<file path="config.mk">
export PLATFORM = sky130hd
export DESIGN_NAME = gray_frame_arbiter
export DESIGN_NICKNAME = d
export VERILOG_FILES = /design/src/rtl/gray_frame_arbiter_pkg.sv /design/src/rtl/gray_frame_arbiter.sv
export SDC_FILE = /design/constraint.sdc
export NUM_CORES = 1
export LEC_CHECK = 0
export BUFFER_PORTS_ARGS = -buffer_cell sky130_fd_sc_hd__buf_2
export CAP_MARGIN = 30
export CORE_MARGIN = 1.5
export CORE_UTILIZATION = 40
export CTS_BUF_LIST = sky130_fd_sc_hd__clkbuf_8
export DETAILED_ROUTE_END_ITERATION = 7
export HOLD_SLACK_MARGIN = 0.02
export PLACE_DENSITY = 0.86
export RECOVER_POWER = 100
export SYNTH_ARGS = -nofsm -noshare
export SYNTH_HDL_FRONTEND = slang
export SYNTH_SLANG_ARGS = --single-unit
</file>
<file path="constraint.sdc">
create_clock -name clock -period 2.1 [get_ports clock]
set_clock_uncertainty 0.15 [all_clocks]
set_input_delay 0 -clock clock [delete_from_list [all_inputs] [get_ports clock]]
set_output_delay 0 -clock clock [all_outputs]
set_load 0.1 [all_outputs]
</file>
<file path="src/rtl/gray_frame_arbiter_pkg.sv">
// Shared definitions for the two-source frame arbiter: FSM states,
// source indices, default frame size and the round-robin winner helper.
package gray_frame_arbiter_pkg;

  typedef enum logic {
    ST_IDLE  = 1'b0,
    ST_GRANT = 1'b1
  } state_e;

  localparam logic SRC0 = 1'b0;
  localparam logic SRC1 = 1'b1;

  localparam int unsigned FRAME_PIXELS_DEF = 307200;

  // Prefer the source that did not own the previous frame; fall back to the other.
  function automatic logic pick_winner(input logic last_src,
                                       input logic req0,
                                       input logic req1);
    if (last_src == SRC1) begin
      return req0 ? SRC0 : SRC1;
    end
    return req1 ? SRC1 : SRC0;
  endfunction

endpackage

</file>
<file path="src/rtl/gray_frame_arbiter.sv">
// Frame-granular round-robin arbiter presenting two FWFT source FIFOs as a
// single FWFT FIFO to the grayscale stage. A granted source keeps ownership
// for FRAME_PIXELS transferred words, so frames are never interleaved.
module gray_frame_arbiter
  import gray_frame_arbiter_pkg::*;
#(
  parameter int unsigned FIFO_DATA_WIDTH = 32,
  parameter int unsigned FRAME_PIXELS    = FRAME_PIXELS_DEF
) (
  input  logic                       clock,
  input  logic                       reset,
  input  logic                       enable,
  output logic                       src0_rd_en,
  input  logic [FIFO_DATA_WIDTH-1:0] src0_dout,
  input  logic                       src0_empty,
  output logic                       src1_rd_en,
  input  logic [FIFO_DATA_WIDTH-1:0] src1_dout,
  input  logic                       src1_empty,
  input  logic                       arb_rd_en,
  output logic [FIFO_DATA_WIDTH-1:0] arb_dout,
  output logic                       arb_empty,
  output logic                       grant_valid,
  output logic                       grant_src,
  output logic                       frame_done
);

  localparam int unsigned CNT_W = $clog2(FRAME_PIXELS) + 1;
  localparam logic [CNT_W-1:0] LAST_PIX = CNT_W'(FRAME_PIXELS - 1);

  state_e           state_q, state_d;
  logic [CNT_W-1:0] pix_cnt_q, pix_cnt_d;
  logic             last_src_q, last_src_d;
  logic             grant_valid_q, grant_valid_d;
  logic             grant_src_q, grant_src_d;
  logic             frame_done_q, frame_done_d;

  logic [FIFO_DATA_WIDTH-1:0] head_dout;
  logic                       head_empty;
  logic                       xfer;

  assign grant_valid = grant_valid_q;
  assign grant_src   = grant_src_q;
  assign frame_done  = frame_done_q;

  // State registers; async reset drops any partial frame without a done pulse.
  always_ff @(posedge clock or negedge reset) begin
    if (!reset) begin
      state_q       <= ST_IDLE;
      pix_cnt_q     <= '0;
      last_src_q    <= SRC1;
      grant_valid_q <= 1'b0;
      grant_src_q   <= SRC0;
      frame_done_q  <= 1'b0;
    end else begin
      state_q       <= state_d;
      pix_cnt_q     <= pix_cnt_d;
      last_src_q    <= last_src_d;
      grant_valid_q <= grant_valid_d;
      grant_src_q   <= grant_src_d;
      frame_done_q  <= frame_done_d;
    end
  end

  // Read-side mux, source strobes and frame arbitration next-state.
  always_comb begin
    state_d       = state_q;
    pix_cnt_d     = pix_cnt_q;
    last_src_d    = last_src_q;
    grant_valid_d = grant_valid_q;
    grant_src_d   = grant_src_q;
    frame_done_d  = 1'b0;

    head_dout  = (grant_src_q == SRC1) ? src1_dout  : src0_dout;
    head_empty = (grant_src_q == SRC1) ? src1_empty : src0_empty;

    arb_empty  = ~grant_valid_q | head_empty;
    arb_dout   = grant_valid_q ? head_dout : '0;
    xfer       = arb_rd_en & ~arb_empty;
    src0_rd_en = xfer & grant_valid_q & (grant_src_q == SRC0);
    src1_rd_en = xfer & grant_valid_q & (grant_src_q == SRC1);

    unique case (state_q)
      ST_IDLE: begin
        if (enable && (!src0_empty || !src1_empty)) begin
          state_d       = ST_GRANT;
          grant_valid_d = 1'b1;
          grant_src_d   = pick_winner(last_src_q, !src0_empty, !src1_empty);
        end
      end
      ST_GRANT: begin
        if (xfer) begin
          if (pix_cnt_q == LAST_PIX) begin
            pix_cnt_d     = '0;
            last_src_d    = grant_src_q;
            grant_valid_d = 1'b0;
            frame_done_d  = 1'b1;
            state_d       = ST_IDLE;
          end else begin
            pix_cnt_d = pix_cnt_q + CNT_W'(1);
          end
        end
      end
      default: state_d = ST_IDLE;
    endcase
  end

endmodule
</file>
==> impl_summary.txt <==
----------------------------------------------------
[Synth]
  Syn Std Cell Area ... 1860 um^2
  Number of distinct library cells after synthesis ... 43
  Sequential cell area fraction in the yosys report ... 33.7%
  Post-synthesis instance total ... 200
  Number of warnings printed during yosys synthesis ... 0
  Count of flip-flops with a built-in enable after synthesis ... 0
  Count of state elements after synthesis ... 25
  Syn Nets ... 271
  Top flip-flop cell by instance count after synthesis ... dfrtp_1
  FFs w/ async S/R, synth ... 100%
  Avg Inst Size Synth ... 9.31 um^2

[Die]
  IO Count ... 108
  Core area ... 4410 um^2
  Die area ... 5070 um^2
  Starting Density ... 42.2%
  FP Rows ... 24
  Width of the die ... 71.2 um
  Die boundary height ... 71.2 um

[STA]
  Final hold slack ... 0.0371 ns
  Share of the clock period used by the worst path after layout ... 93.9%
  Number of max-slew violations in the final report ... 0
  Final critical path time including I/O delays and setup ... 1.97 ns
  Unrepaired setup endpoints after global routing ... no
  Achievable Freq ... 507 MHz
  Total negative setup slack ... 0 ns
  Slew of the pin with the lowest slew margin ... 1.30 ns
  Total of endpoints with negative setup slack in the final report ... 0
  Rel. slew slack ... 13.4%
  Worst setup slack after layout ... 0.127 ns
  Final-report hold violation count ... 0

[Cells and area]
  Fraction of final layout cells sized beyond drive strength 1 ... 51.9%
  Area Overhead vs Synth ... 54.4%
  Final design instance area without fill ... 2870 um^2
  Antenna diode count ... 0
  Number of fill cells ... 328
  Final core utilization ... 65.1%
  Net count of the finished layout ... 386
  Count of non-filler cells in the finished layout ... 366

[Pwr]
  Leakage ... 1.37 nW
  Power density over cell area ... 767 nW/um^2
  Worst vdd ir ... 0.000440 V
  Power Total ... 2.20 mW

[Place]
  Final weighted congestion in routability-driven placement ... 0.853
  DPL Wire Length ... 5320 um
  Placement Cell Area ... 3210 um^2
  Count of placed standard cells including taps ... 359
  Buffers added on ports ... 107
  Worst slack, placed ... 0.167 ns

[Setup path]
  Worst EP required ... 1.95 ns
  Master of the slowest instance on the critical path ... dfrtp_4
  Combined buffer and inverter count along the critical path ... 2
  Delay of the slowest cell on the worst path ... 0.45 ns
  Arrival @ worst endpoint ... 1.82 ns
  Top cell family by delay on the critical path ... buffers and inverters
  Slack of the worst reg-to-reg path ... 0.17 ns
  Worst Reg2Reg Path Length in Cells ... 4
  Cells traversed along the worst timing path ... buf_6 -> mux2i_1 -> nor2_4 -> buf_4
  End of the worst register-to-register path ... last_src_q
  Startpoint of the lowest-slack register-to-register path ... grant_src
  Top fanout value on the critical path ... 37
  Crit start category ... register
  Critical Path End Type ... output pin
  Critical setup path kind ... register to output pin

[Run status]
  Status ... complete, no violations

[Route]
  Wire length after detailed routing ... 6450 um
  Drc violations ... 0
  Overall via count from detail_route ... 1,997
  Via density per instance ... 5.46
  Detailed Route Iter0 Violations ... 127
  First-pass DRT Iterations ... 4
  Mean routed wirelength per cell ... 17.6 um
  Final ANT Viol Nets ... 0

[Min path]
  Hold path cells ... 4
  Worst Hold End ... grant_valid
  Type of the worst min-delay path ... input port to register
  Startpoint of the worst hold path ... src1_empty

[GRT]
  Global Route Usage Sum ... 26.6%
  Number of global-route vias before repair ... 2,243
  First-pass GRT wire length ... 10,600 um
  Pin count of the biggest net entering global routing ... 38
  Overflow left after global routing ... 0
  Number of antenna violations at the first check in global routing ... 0

[CTS]
  TritonCTS Sinks ... 25
  Clock slew at reported path FFs ... 0.08 ns
  CTS Buffer Depth ... 2
  Number of H-tree levels ... 1
  Cts bufs inserted ... 3
  CTS tree ... done
  Clock latency of the later-clocked register in the worst-skew pair ... 0.27 ns
  Clk root buf ... clkbuf_8

[Job]
  Max-capacitance violation count ... 0

----------------------------------------------------
[worst register-to-register path, delay by kind of cell (launching register included)]
family	cells	cell delay, ns
DFF	1	0.51
muxes	2	0.65
and+or+nand+nor	2	0.55
[power by group]
part | total [mW] | leakage [nW] | internal (mW) | switching, mW
combinational | 1.34 | 1.03 | 0.356 | 0.988
clock | 0.276 | 0.0269 | 0.131 | 0.145
sequential | 0.585 | 0.320 | 0.525 | 0.0597
total | 2.20 | 1.37 | 1.01 | 1.19
[synth_stat cells (all sizes together) (4+ instances only)]
cell type	number	area, um^2
mux2i	37	383
nor2	37	139
dfrtp	24	601
nand2	12	47.6
nand4	12	96.3
nand3	8	40.0
and4	6	56.3
nor3	6	52.6
xnor2	6	52.6
a21oi	5	25.0
buf	5	23.8
xor2	5	43.8
and3	4	25.0
o21ai	4	20.0
[what timing repair did]
action / 4_1_cts / 5_1_grt
setup endpoints to repair: 0 / 7
buffers inserted: 0 / 0
hold endpoints to repair: 28 / 0
hold buffers: 3 / 0
resized for setup: 0 / 2
[cells by family (layout without fill, tap and decap cells)]
| logic type | Yosys count | after routing | synth area share (%) |
|---|---|---|---|
| simple gates | 99 | 99 | 31.4 |
| buf+inv | 11 | 125 | 2.49 |
| xor+xnor | 11 | 11 | 5.17 |
| compound gates | 14 | 14 | 4.64 |
| fa+ha+maj | 1 | 1 | 0.672 |
| mux | 39 | 39 | 22.0 |
| flops | 25 | 25 | 33.7 |
[cells in the final DEF, fill, tap and decap left out, types with 2 or more instances in the layout]
master / netlist / final
a21oi_1: 5 / 5
and3_1: 4 / 4
and4_1: 3 / 3
and4_2: 3 / 3
buf_2: 4 / 68
buf_4: 0 / 25
buf_6: 0 / 2
clkbuf_1: 3 / 4
clkbuf_2: 0 / 8
clkbuf_4: 0 / 7
clkbuf_8: 0 / 3
dfrtp_1: 24 / 22
dlygate4sd3_1: 0 / 3
inv_1: 3 / 3
mux2i_1: 36 / 36
nand2_1: 11 / 12
nand2b_1: 2 / 2
nand3_1: 8 / 8
nand4_1: 10 / 11
nor2_1: 37 / 5
nor2_2: 0 / 2
nor2_4: 0 / 30
nor3_1: 4 / 4
nor3_4: 2 / 2
o21ai_0: 4 / 4
o31ai_1: 2 / 2
xnor2_1: 6 / 6
xor2_1: 5 / 5
[metal layers]
layer  share of wire (%)  global-route usage, %  vias to the layer above  wire, um
li1                    -                      -                      955         -
met1                  33                   26.3                      946      2140
met2                  56                   50.9                       84      3620
met3                 8.4                   10.4                       12       539
met4                 2.4                   7.34                        0       152
met5                   0                      0                        -         0
[sequential cells by signal (all words and copies together) (netlist names)]
name / cells
state_q: 1
frame_done: 1
grant_src: 1
last_src_q: 1
grant_valid: 1
pix_cnt_q: 20
[cell type report]
| cell class | instances | area, um^2 | share of cell area (%) |
|---|---|---|---|
| multi-input combinational | 164 | 1410 | 49.2 |
| timing repair buffer | 118 | 708 | 24.6 |
| sequential | 25 | 632 | 22.0 |
| tap | 52 | 65.1 | 2.26 |
| clock buffer | 3 | 41.3 | 1.44 |
| inverter | 3 | 11.3 | 0.392 |
| clock inverter | 1 | 3.75 | 0.131 |
[worst max-delay path by stage]
stage | start | end | slack, ns | cells after the start
floorplan | grant_valid | arb_dout[10] | -0.04 | 3
global placement | grant_src | pix_cnt_q[11] | 0.29 | 4
detailed placement | pix_cnt_q[17] | pix_cnt_q[11] | 0.17 | 4
CTS | grant_src | src1_rd_en | 0.01 | 3
global route | grant_src | arb_dout[31] | 0.04 | 4
finish | grant_src | arb_dout[18] | 0.13 | 4
Power figures use the tool's default switching activity.
